`config.mk`:
```
export PLATFORM = sky130hd
export DESIGN_NAME = prng_burst_engine
export DESIGN_NICKNAME = d
export VERILOG_FILES = /design/src/rtl/prng_pkg.sv /design/src/rtl/prng_lfsr_core.sv /design/src/rtl/prng_burst_engine.sv
export SDC_FILE = /design/constraint.sdc
export NUM_CORES = 1
export LEC_CHECK = 0
export BUFFER_PORTS_ARGS = -buffer_cell sky130_fd_sc_hd__buf_2
export CORE_AREA = 2 2 176 178
export DETAILED_ROUTE_END_ITERATION = 10
export DIE_AREA = 0 0 178 180
export REMOVE_ABC_BUFFERS = 1
export SLEW_MARGIN = 10
export SYNTH_ARGS = -nofsm -noshare
export SYNTH_HDL_FRONTEND = slang
export SYNTH_SLANG_ARGS = --single-unit
```
`constraint.sdc`:
```
create_clock -name clock -period 2 [get_ports clock]
set_input_delay 0.1 -clock clock [delete_from_list [all_inputs] [get_ports clock]]
set_output_delay 0.1 -clock clock [all_outputs]
set_load 0.02 [all_outputs]
```
`src/rtl/prng_pkg.sv`:
```
// Shared types and constants for the PRNG burst engine.
//   - prng_state_e : FSM states (IDLE, RUN, PRESENT)
//   - STATUS_*     : bit positions inside the {error, busy, done} status vector
//   - TAPS_128     : Galois right-shift mask for x^128+x^126+x^101+x^99+1
package prng_pkg;

    typedef enum logic [1:0] {
        IDLE    = 2'd0,
        RUN     = 2'd1,
        PRESENT = 2'd2
    } prng_state_e;

    localparam int unsigned STATUS_DONE  = 0;
    localparam int unsigned STATUS_BUSY  = 1;
    localparam int unsigned STATUS_ERROR = 2;
    localparam int unsigned STATUS_W     = 3;

    // Exponent k of the polynomial maps to mask bit k-1 (bits 127, 125, 100, 98).
    localparam logic [127:0] TAPS_128 = 128'hA0000014_00000000_00000000_00000000;

endpackage

```
`src/rtl/prng_lfsr_core.sv`:
```
// Galois LFSR register with load and step controls.
// Ports:
//   clock, resetN     : clock and synchronous active-low reset (state <= INIT)
//   load, load_value  : replace the state with load_value (wins over step)
//   step              : advance the state by one Galois right-shift step
//   state             : current LFSR state (registered)
//   next_c            : combinational one-step successor of state
module prng_lfsr_core #(
    parameter int unsigned      WIDTH = 128,
    parameter logic [WIDTH-1:0] TAPS  = '0,
    parameter logic [WIDTH-1:0] INIT  = WIDTH'(1)
) (
    input  logic             clock,
    input  logic             resetN,
    input  logic             load,
    input  logic [WIDTH-1:0] load_value,
    input  logic             step,
    output logic [WIDTH-1:0] state,
    output logic [WIDTH-1:0] next_c
);

    // s' = (s >> 1) ^ (s[0] ? TAPS : 0)
    always_comb begin
        next_c = (state >> 1) ^ (state[0] ? TAPS : '0);
    end

    always_ff @(posedge clock) begin
        if (!resetN) begin
            state <= INIT;
        end else if (load) begin
            state <= load_value;
        end else if (step) begin
            state <= next_c;
        end
    end

endmodule

```
`src/rtl/prng_burst_engine.sv`:
```
// Burst PRNG engine: runs ROUNDS LFSR steps per word and streams burstLen
// words over a valid/ready interface, with start/abort control.
// Optional build macro: PRNG_HEALTH_EN (reject repeated or all-zero words).
// Ports:
//   clock, resetN         : clock and synchronous active-low reset
//   start, loadSeed, seed : burst request; optional seed load (IDLE only)
//   burstLen              : words per burst, latched on an accepted start
//   abort                 : terminate the burst (highest priority)
//   outData/outValid/outReady : output word stream
//   status                : {error, busy, done}
//   wordCount             : words transferred in the current or last burst
module prng_burst_engine
    import prng_pkg::*;
#(
    parameter int unsigned      WIDTH   = 128,
    parameter logic [WIDTH-1:0] TAPS    = WIDTH'(prng_pkg::TAPS_128),
    parameter int unsigned      ROUNDS  = 8,
    parameter int unsigned      BURST_W = 8,
    parameter logic [WIDTH-1:0] INIT    = WIDTH'(1)
) (
    input  logic                clock,
    input  logic                resetN,
    input  logic                start,
    input  logic                loadSeed,
    input  logic [WIDTH-1:0]    seed,
    input  logic [BURST_W-1:0]  burstLen,
    input  logic                abort,
    output logic [WIDTH-1:0]    outData,
    output logic                outValid,
    input  logic                outReady,
    output logic [STATUS_W-1:0] status,
    output logic [BURST_W-1:0]  wordCount
);

    localparam int unsigned    RND_W      = (ROUNDS > 1) ? $clog2(ROUNDS) : 1;
    localparam logic [RND_W-1:0] ROUND_LAST = RND_W'(ROUNDS - 1);

    prng_state_e        state, state_nx;
    logic [RND_W-1:0]   round_cnt, round_nx;
    logic [BURST_W-1:0] count, count_nx, count_inc;
    logic [BURST_W-1:0] len_q, len_nx;
    logic [WIDTH-1:0]   data_nx;
    logic               valid_nx;
    logic               done_q, done_nx;
    logic               busy_q, busy_nx;
    logic               err_q, err_nx;
    logic               health_fail_c;

    logic               lfsr_load, lfsr_step;
    logic [WIDTH-1:0]   lfsr_state, lfsr_next_c;

`ifdef PRNG_HEALTH_EN
    logic [WIDTH-1:0]   prev_word, prev_nx;
    logic               prev_vld, prev_vld_nx;
`endif

    prng_lfsr_core #(
        .WIDTH (WIDTH),
        .TAPS  (TAPS),
        .INIT  (INIT)
    ) u_lfsr (
        .clock      (clock),
        .resetN     (resetN),
        .load       (lfsr_load),
        .load_value (seed),
        .step       (lfsr_step),
        .state      (lfsr_state),
        .next_c     (lfsr_next_c)
    );

    assign count_inc = count + BURST_W'(1);

    // Next-state, LFSR control and output updates
    always_comb begin
        state_nx      = state;
        round_nx      = round_cnt;
        count_nx      = count;
        len_nx        = len_q;
        data_nx       = outData;
        valid_nx      = outValid;
        done_nx       = done_q;
        busy_nx       = busy_q;
        err_nx        = err_q;
        lfsr_load     = 1'b0;
        lfsr_step     = 1'b0;
        health_fail_c = 1'b0;
`ifdef PRNG_HEALTH_EN
        prev_nx       = prev_word;
        prev_vld_nx   = prev_vld;
`endif

        if (abort) begin
            // Abort wins over start, capture and transfer; LFSR and count hold.
            state_nx = IDLE;
            valid_nx = 1'b0;
            busy_nx  = 1'b0;
            done_nx  = 1'b0;
        end else begin
            case (state)
                IDLE: begin
                    if (start) begin
                        done_nx  = 1'b0;
                        err_nx   = 1'b0;
                        count_nx = '0;
                        len_nx   = burstLen;
                        if (loadSeed && (seed == '0)) begin
                            err_nx = 1'b1;
                        end else begin
                            lfsr_load = loadSeed;
                            round_nx  = '0;
`ifdef PRNG_HEALTH_EN
                            prev_vld_nx = 1'b0;
`endif
                            if (burstLen == '0) begin
                                done_nx = 1'b1;
                            end else begin
                                busy_nx  = 1'b1;
                                state_nx = RUN;
                            end
                        end
                    end
                end

                RUN: begin
                    lfsr_step = 1'b1;
                    if (round_cnt == ROUND_LAST) begin
`ifdef PRNG_HEALTH_EN
                        health_fail_c = (lfsr_next_c == '0) ||
                                        (prev_vld && (lfsr_next_c == prev_word));
                        prev_nx       = lfsr_next_c;
                        prev_vld_nx   = 1'b1;
`endif
                        if (health_fail_c) begin
                            err_nx   = 1'b1;
                            busy_nx  = 1'b0;
                            done_nx  = 1'b0;
                            state_nx = IDLE;
                        end else begin
                            data_nx  = lfsr_next_c;
                            valid_nx = 1'b1;
                            state_nx = PRESENT;
                        end
                    end else begin
                        round_nx = round_cnt + RND_W'(1);
                    end
                end

                PRESENT: begin
                    if (outReady) begin
                        count_nx = count_inc;
                        valid_nx = 1'b0;
                        round_nx = '0;
                        if (count_inc == len_q) begin
                            busy_nx  = 1'b0;
                            done_nx  = 1'b1;
                            state_nx = IDLE;
                        end else begin
                            state_nx = RUN;
                        end
                    end
                end

                default: begin
                    state_nx = IDLE;
                    valid_nx = 1'b0;
                    busy_nx  = 1'b0;
                end
            endcase
        end
    end

    // State and output registers
    always_ff @(posedge clock) begin
        if (!resetN) begin
            state     <= IDLE;
            round_cnt <= '0;
            count     <= '0;
            len_q     <= '0;
            outData   <= '0;
            outValid  <= 1'b0;
            done_q    <= 1'b0;
            busy_q    <= 1'b0;
            err_q     <= 1'b0;
        end else begin
            state     <= state_nx;
            round_cnt <= round_nx;
            count     <= count_nx;
            len_q     <= len_nx;
            outData   <= data_nx;
            outValid  <= valid_nx;
            done_q    <= done_nx;
            busy_q    <= busy_nx;
            err_q     <= err_nx;
        end
    end

`ifdef PRNG_HEALTH_EN
    // Previous word of the current burst for the repeat check
    always_ff @(posedge clock) begin
        if (!resetN) begin
            prev_word <= '0;
            prev_vld  <= 1'b0;
        end else begin
            prev_word <= prev_nx;
            prev_vld  <= prev_vld_nx;
        end
    end
`endif

    always_comb begin
        status               = '0;
        status[STATUS_DONE]  = done_q;
        status[STATUS_BUSY]  = busy_q;
        status[STATUS_ERROR] = err_q;
    end

    assign wordCount = count;

endmodule

```
Word level (Yosys, flattened, before mapping)
Cells that the tools add are included.
Widths: inputs -> output; s select.
{ "word_totals": {"word_cells": 84, "out_inout_bits": 140, "input_bits": 142, "ff_bits": 281} }
{ "classes": {"eq_ne": 11, "mux": 40, "n_addsub": 2, "n_bitwise": 5, "reduce_logical": 16} }
{ "op_table": {"columns": ["operator", "count"], "rows": [
  ["$mux 128", 3],
  ["$logic_not 128->1", 1],
  ["$xor 127x128->128", 1],
  ["$mux 1", 20],
  ["$mux 8", 2],
  ["$pmux 8 s2", 1],
  ["$ne 2x2->1 const B", 7],
  ["$mux 3", 4],
  ["$reduce_and 6->1", 2],
  ["$mux 2", 5],
  ["$pmux 3 s3", 1],
  ["$reduce_and 3->1", 3],
  ["$add 8x1->8 const B", 1],
  ["$eq 8x8->1", 1],
  ["$logic_not 8->1", 1],
  ["$reduce_and 4->1", 2],
  ["$pmux 1 s3", 2],
  ["$pmux 2 s3", 1],
  ["$reduce_and 5->1", 1],
  ["$not 1->1", 4],
  ["$reduce_bool 2->1", 2],
  ["$add 3x1->3 const B", 1],
  ["$eq 3x3->1 const B", 1],
  ["$reduce_bool 3->1", 1],
  ["other kinds (6)", 6]
]} }

Logic depth before layout (Yosys ltp)
{ "logic_depth": {"depth_word": 7, "ltp_mapped": 11} }

Cells and area by module
Synthesis repeated with hierarchy kept, for this count alone.
{ "unflattened": {"hier_cells": 1491, "area_unflattened_um2": 13492.9} }
{ "modules_own_cells": {"columns": ["mod", "cells_per_inst", "seq_area_each_um2", "area_per_inst_um2", "n_inst"], "rows": [
  ["prng_lfsr_core", 703, 2562.5, 7035.5, 1],
  ["prng_burst_engine", 788, 3062.9, 6457.4, 1]
]} }

Worst setup path before layout
Ideal clock, no wire load.
{ "synth_path": {"path_kind": "flip-flop to flip-flop", "start": "register state[0]", "end": "register u_lfsr.state[0]", "stages_incl_launch_ff": 12, "setup_ps": 145, "slack_ps": -78, "path_buffers": 5, "arrival_time_ps": 1933, "period_less_slack_ps": 2078, "cell_sequence": "dfxtp_1 buf_2 or3b_4 nor2_8 and2_1 buf_2 a21bo_1 buf_6 buf_6 buf_6 nand3_1 o2111ai_1"} }
{ "synth_between": {"elab_chain_len": 4} }
{ "synth_lines": {"columns": ["item", "line", "text"], "rows": [
  ["start, declared", "prng_burst_engine.sv:38", "prng_state_e state, state_nx;"],
  ["start signal, assigned", "prng_burst_engine.sv:185", "state <= state_nx;"],
  ["$eq 2x1->1 or $logic_not 2->1 (tied branches)", "prng_burst_engine.sv:99", "case (state)"],
  ["$mux 1", "prng_burst_engine.sv:99", null],
  ["$mux 1", "prng_burst_engine.sv:92", "if (abort) begin"],
  ["$reduce_bool 2->1 (no line) or $mux 128 (tied branches)", null, null],
  ["end signal, assigned", "prng_lfsr_core.sv:31", "state <= load_value;"],
  ["end signal, assigned", "prng_lfsr_core.sv:33", "state <= next_c;"],
  ["end, declared", "prng_lfsr_core.sv:18", "output logic [WIDTH-1:0] state,"]
]} }
Parallel ways exist; a longest one is shown, timed or not.
A chain may end at the register's enable or synchronous reset.

Worst setup path after layout
{ "layout_path": {"start": "register state[1]", "end": "register u_lfsr.state[99]"} }
Same word-level chain as after synthesis.

==> results.md <==
- Largest net degree at the start of global routing: 94
- Initial DRC count: 625
- Die W: between 150 and 200 µm
- Row count: 64
- Vias: ~12000
- Final Hold Viols: 1
- Max Transition Viols Final: 0
- Initial DRT Pass Iterations: 5
- Post-synth EDFFs: 0
- Clock Path Buffers: 3
- Worst-Skew Late Latency: between 0.5 and 0.6 ns
- # port buffers: approximately 280
- Vias/cell: ~5.3
- Synth top cells by count: nand2_1 (291), dfxtp_1 (281), a21boi_0 (246)
- First-pass GRT wire length: 59400 µm
- Final Cycle Share: 99.8%
- #FFs+latches synth: approximately 280
- Dominant synthesized flop cell: dfxtp_1
- Die Ht: roughly 180 µm
- Delay-heaviest family, CP: simple AND/OR/NAND/NOR gates
- Crit-path cells: or3b_4 > nor2_8 > and2_4 > a21bo_4 > buf_12 > buf_8 > buf_8 > o211a_1
- Final WL: 38600 µm
- Core Util, Final: between 50% and 60%
- Hpwl dp: 23900 µm
- Yosys warns: 0
- CTS sink count: ~280
- Routed Antenna Nets: 0
- Residual DRC count: 0
- Vias in the first global route: ~12000
- Nets: around 1900
- Synth area leader: dfxtp_1
- Htree depth: 1
- Endpoints failing setup: 0
- RSZ-0062 raised after global routing: true
- # IOs: ~280
- Top post-synthesis cells by area: dfxtp_1 (47%), a21boi_0 (16%), nand2_1 (9.2%), a22oi_1 (7.6%), nand3_1 (5.6%)
- Crit. End Element: flip-flop
- CP startpoint kind: flip-flop
- Share of layout cells above drive strength 1: 25.4%
- Outcome: complete, but fails checks
- Setup WS pre-CTS: -0.375 ns
- Post-layout minimum cycle time: ~2 ns
- Min-delay worst type: in -> reg
- Clock transition at path regs: roughly 0.06 ns
- Root Driver: clkbuf_16
- Pwr dens: about 730 nW/µm²
- Worst Path Max Fanout: 8
- Synth unique cells: between 40 and 50
- Placed Cells: between 2000 and 2500
- Clock skew: roughly 0.015 ns
- Yosys top cell area share: a little under half
- Final cell count without fillers: 2205
- Initial Util: 39.2%
- Routed len/inst: between 15 and 20 µm
- Core box area: approximately 30000 µm²
- Setup ws final: 0.00486 ns
- Placer Congestion: about 0.84
- Leak: about 6.6 nW
- Total power: 12.4 mW
- Gr usage total: between 20% and 30%
- Syn Area/Cell: between 8 and 9 µm²
- Total gr overflow: 0
- Violated checks: negative hold slack
- CTS Buf Count: 31
- Worst Path Required: 2.44 ns
- Full die area: ~32000 µm²
- Post-placement cell area: ~14000 µm²
- Maxcap violations: 0
- Hold slack: -0.00487 ns
- Crit Path Class: reg -> reg
- Crit path max-delay cell type: or3b_4
- Slew HR: between 60% and 70%
- Worst VDD drop: 0.574 mV
- Finished layout cell area: roughly 17000 µm²
- Area delta synth->final: 42.0%
- Worst path arrival time: approximately 2.4 ns
- Max Freq: between 500 and 600 MHz
- Critical path's largest stage delay: between 0.4 and 0.5 ns
- Async SR Flop Fraction: 0%
- Mapped Cells: 1371
- Mapped Area: between 10000 and 15000 µm²
- Sequential area share after synthesis: a little under half
- Slew @ Worst Pin: around 0.6 ns
- Most frequent cell after synthesis: nand2_1
- Initial antenna violation count: 0
- Post-route setup TNS: 0 ns
- Critical path buffers and inverters: 3
- Cell repeated most along the worst path: buf_8
- CTS tree: yes
[path summary, 6_finish.rpt]
kind | from | to | slack (ns) | cells after the start
setup / recovery | state[1] | u_lfsr.state[99] | 0.005 | 8
setup reg to reg | state[1] | u_lfsr.state[99] | 0.005 | 8
hold / removal | seed[7] | u_lfsr.state[7] | -0.005 | 4
hold reg to reg | outData[36] | outData[36] | 0.46 | 2
[logic make-up after synthesis]
logic type	after synthesis	synth area share, %
simple gates	518	19.7
compound gates	419	26.3
flops	281	47.5
buf+inv	132	4.78
xor+xnor	14	1.04
mux	4	0.338
fa+ha+maj	3	0.317
[tightest hold or removal path: cells and delay by family]
family,cells,cell delay [ns]
AOI/OAI and AO/OA,2,0.20
buffers and inverters,2,0.20
[timing repair]
action                                  4_1_cts  5_1_grt
endpoints found under the hold margin       137        1
hold buffers                                132        1
setup buffers                                 0       11
endpoints found under the setup margin        0      135
resized for setup                             0      111
[cell type report]
class	count	area [µm²]
Sequential cell	281	5630
Tap cell	396	495
Antenna cell	1	2.50
Clock inverter	6	55.1
Clock buffer	45	908
Timing Repair Buffer	512	3840
Fill cell	2770	13400
Multi-Input combinational cell	958	5870
Inverter	6	22.5
[metal layers]
metal / track usage (%) / vias up / wire (µm)
met5: 0 / - / 0
met4: 5.87 / 0 / 711
met3: 3.83 / 58 / 2400
met2: 38.1 / 329 / 18500
met1: 29.7 / 5629 / 16900
li1: - / 5686 / -
[sequential cells by signal, indices dropped and copies added, names as in the netlist]
register	count
busy_q	1
done_q	1
err_q	1
len_q	8
outData	128
outValid	1
round_cnt	3
state	2
u_lfsr.state	128
wordCount	8
[where the power goes]
part	internal [mW]	total, mW	switching, mW	leakage (nW)
Combinational	0.585	1.10	0.517	3.89
Sequential	5.70	5.78	0.0830	2.27
Clock	3.23	5.47	2.25	0.480
Total	9.51	12.4	2.85	6.65
[layout by cell type (no fill, tap or decap), types with 3 or more instances in the layout]
cell type / instances
nand2_1: 290
dfxtp_1: 278
buf_2: 270
a21boi_0: 185
nand3_1: 126
dlygate4sd3_1: 125
a22oi_1: 120
buf_4: 81
a21boi_1: 68
clkbuf_16: 35
nor4_1: 29
buf_12: 17
o21ai_0: 11
nor2_1: 11
nor2b_1: 10
xnor2_1: 9
a21oi_1: 9
nand4_1: 8
clkbuf_8: 8
dlymetal6s4s_1: 8
o211a_1: 7
nand3_2: 6
inv_1: 6
and2_1: 6
clkbuf_1: 6
a31oi_1: 5
nor3_1: 5
nor4_4: 5
clkinv_2: 5
mux2i_1: 4
buf_6: 4
nand2b_1: 3
nor3b_1: 3
xor2_1: 3
nor4_2: 3
buf_8: 3
dfxtp_2: 3
Note: power is estimated with default switching activity, not from simulation.
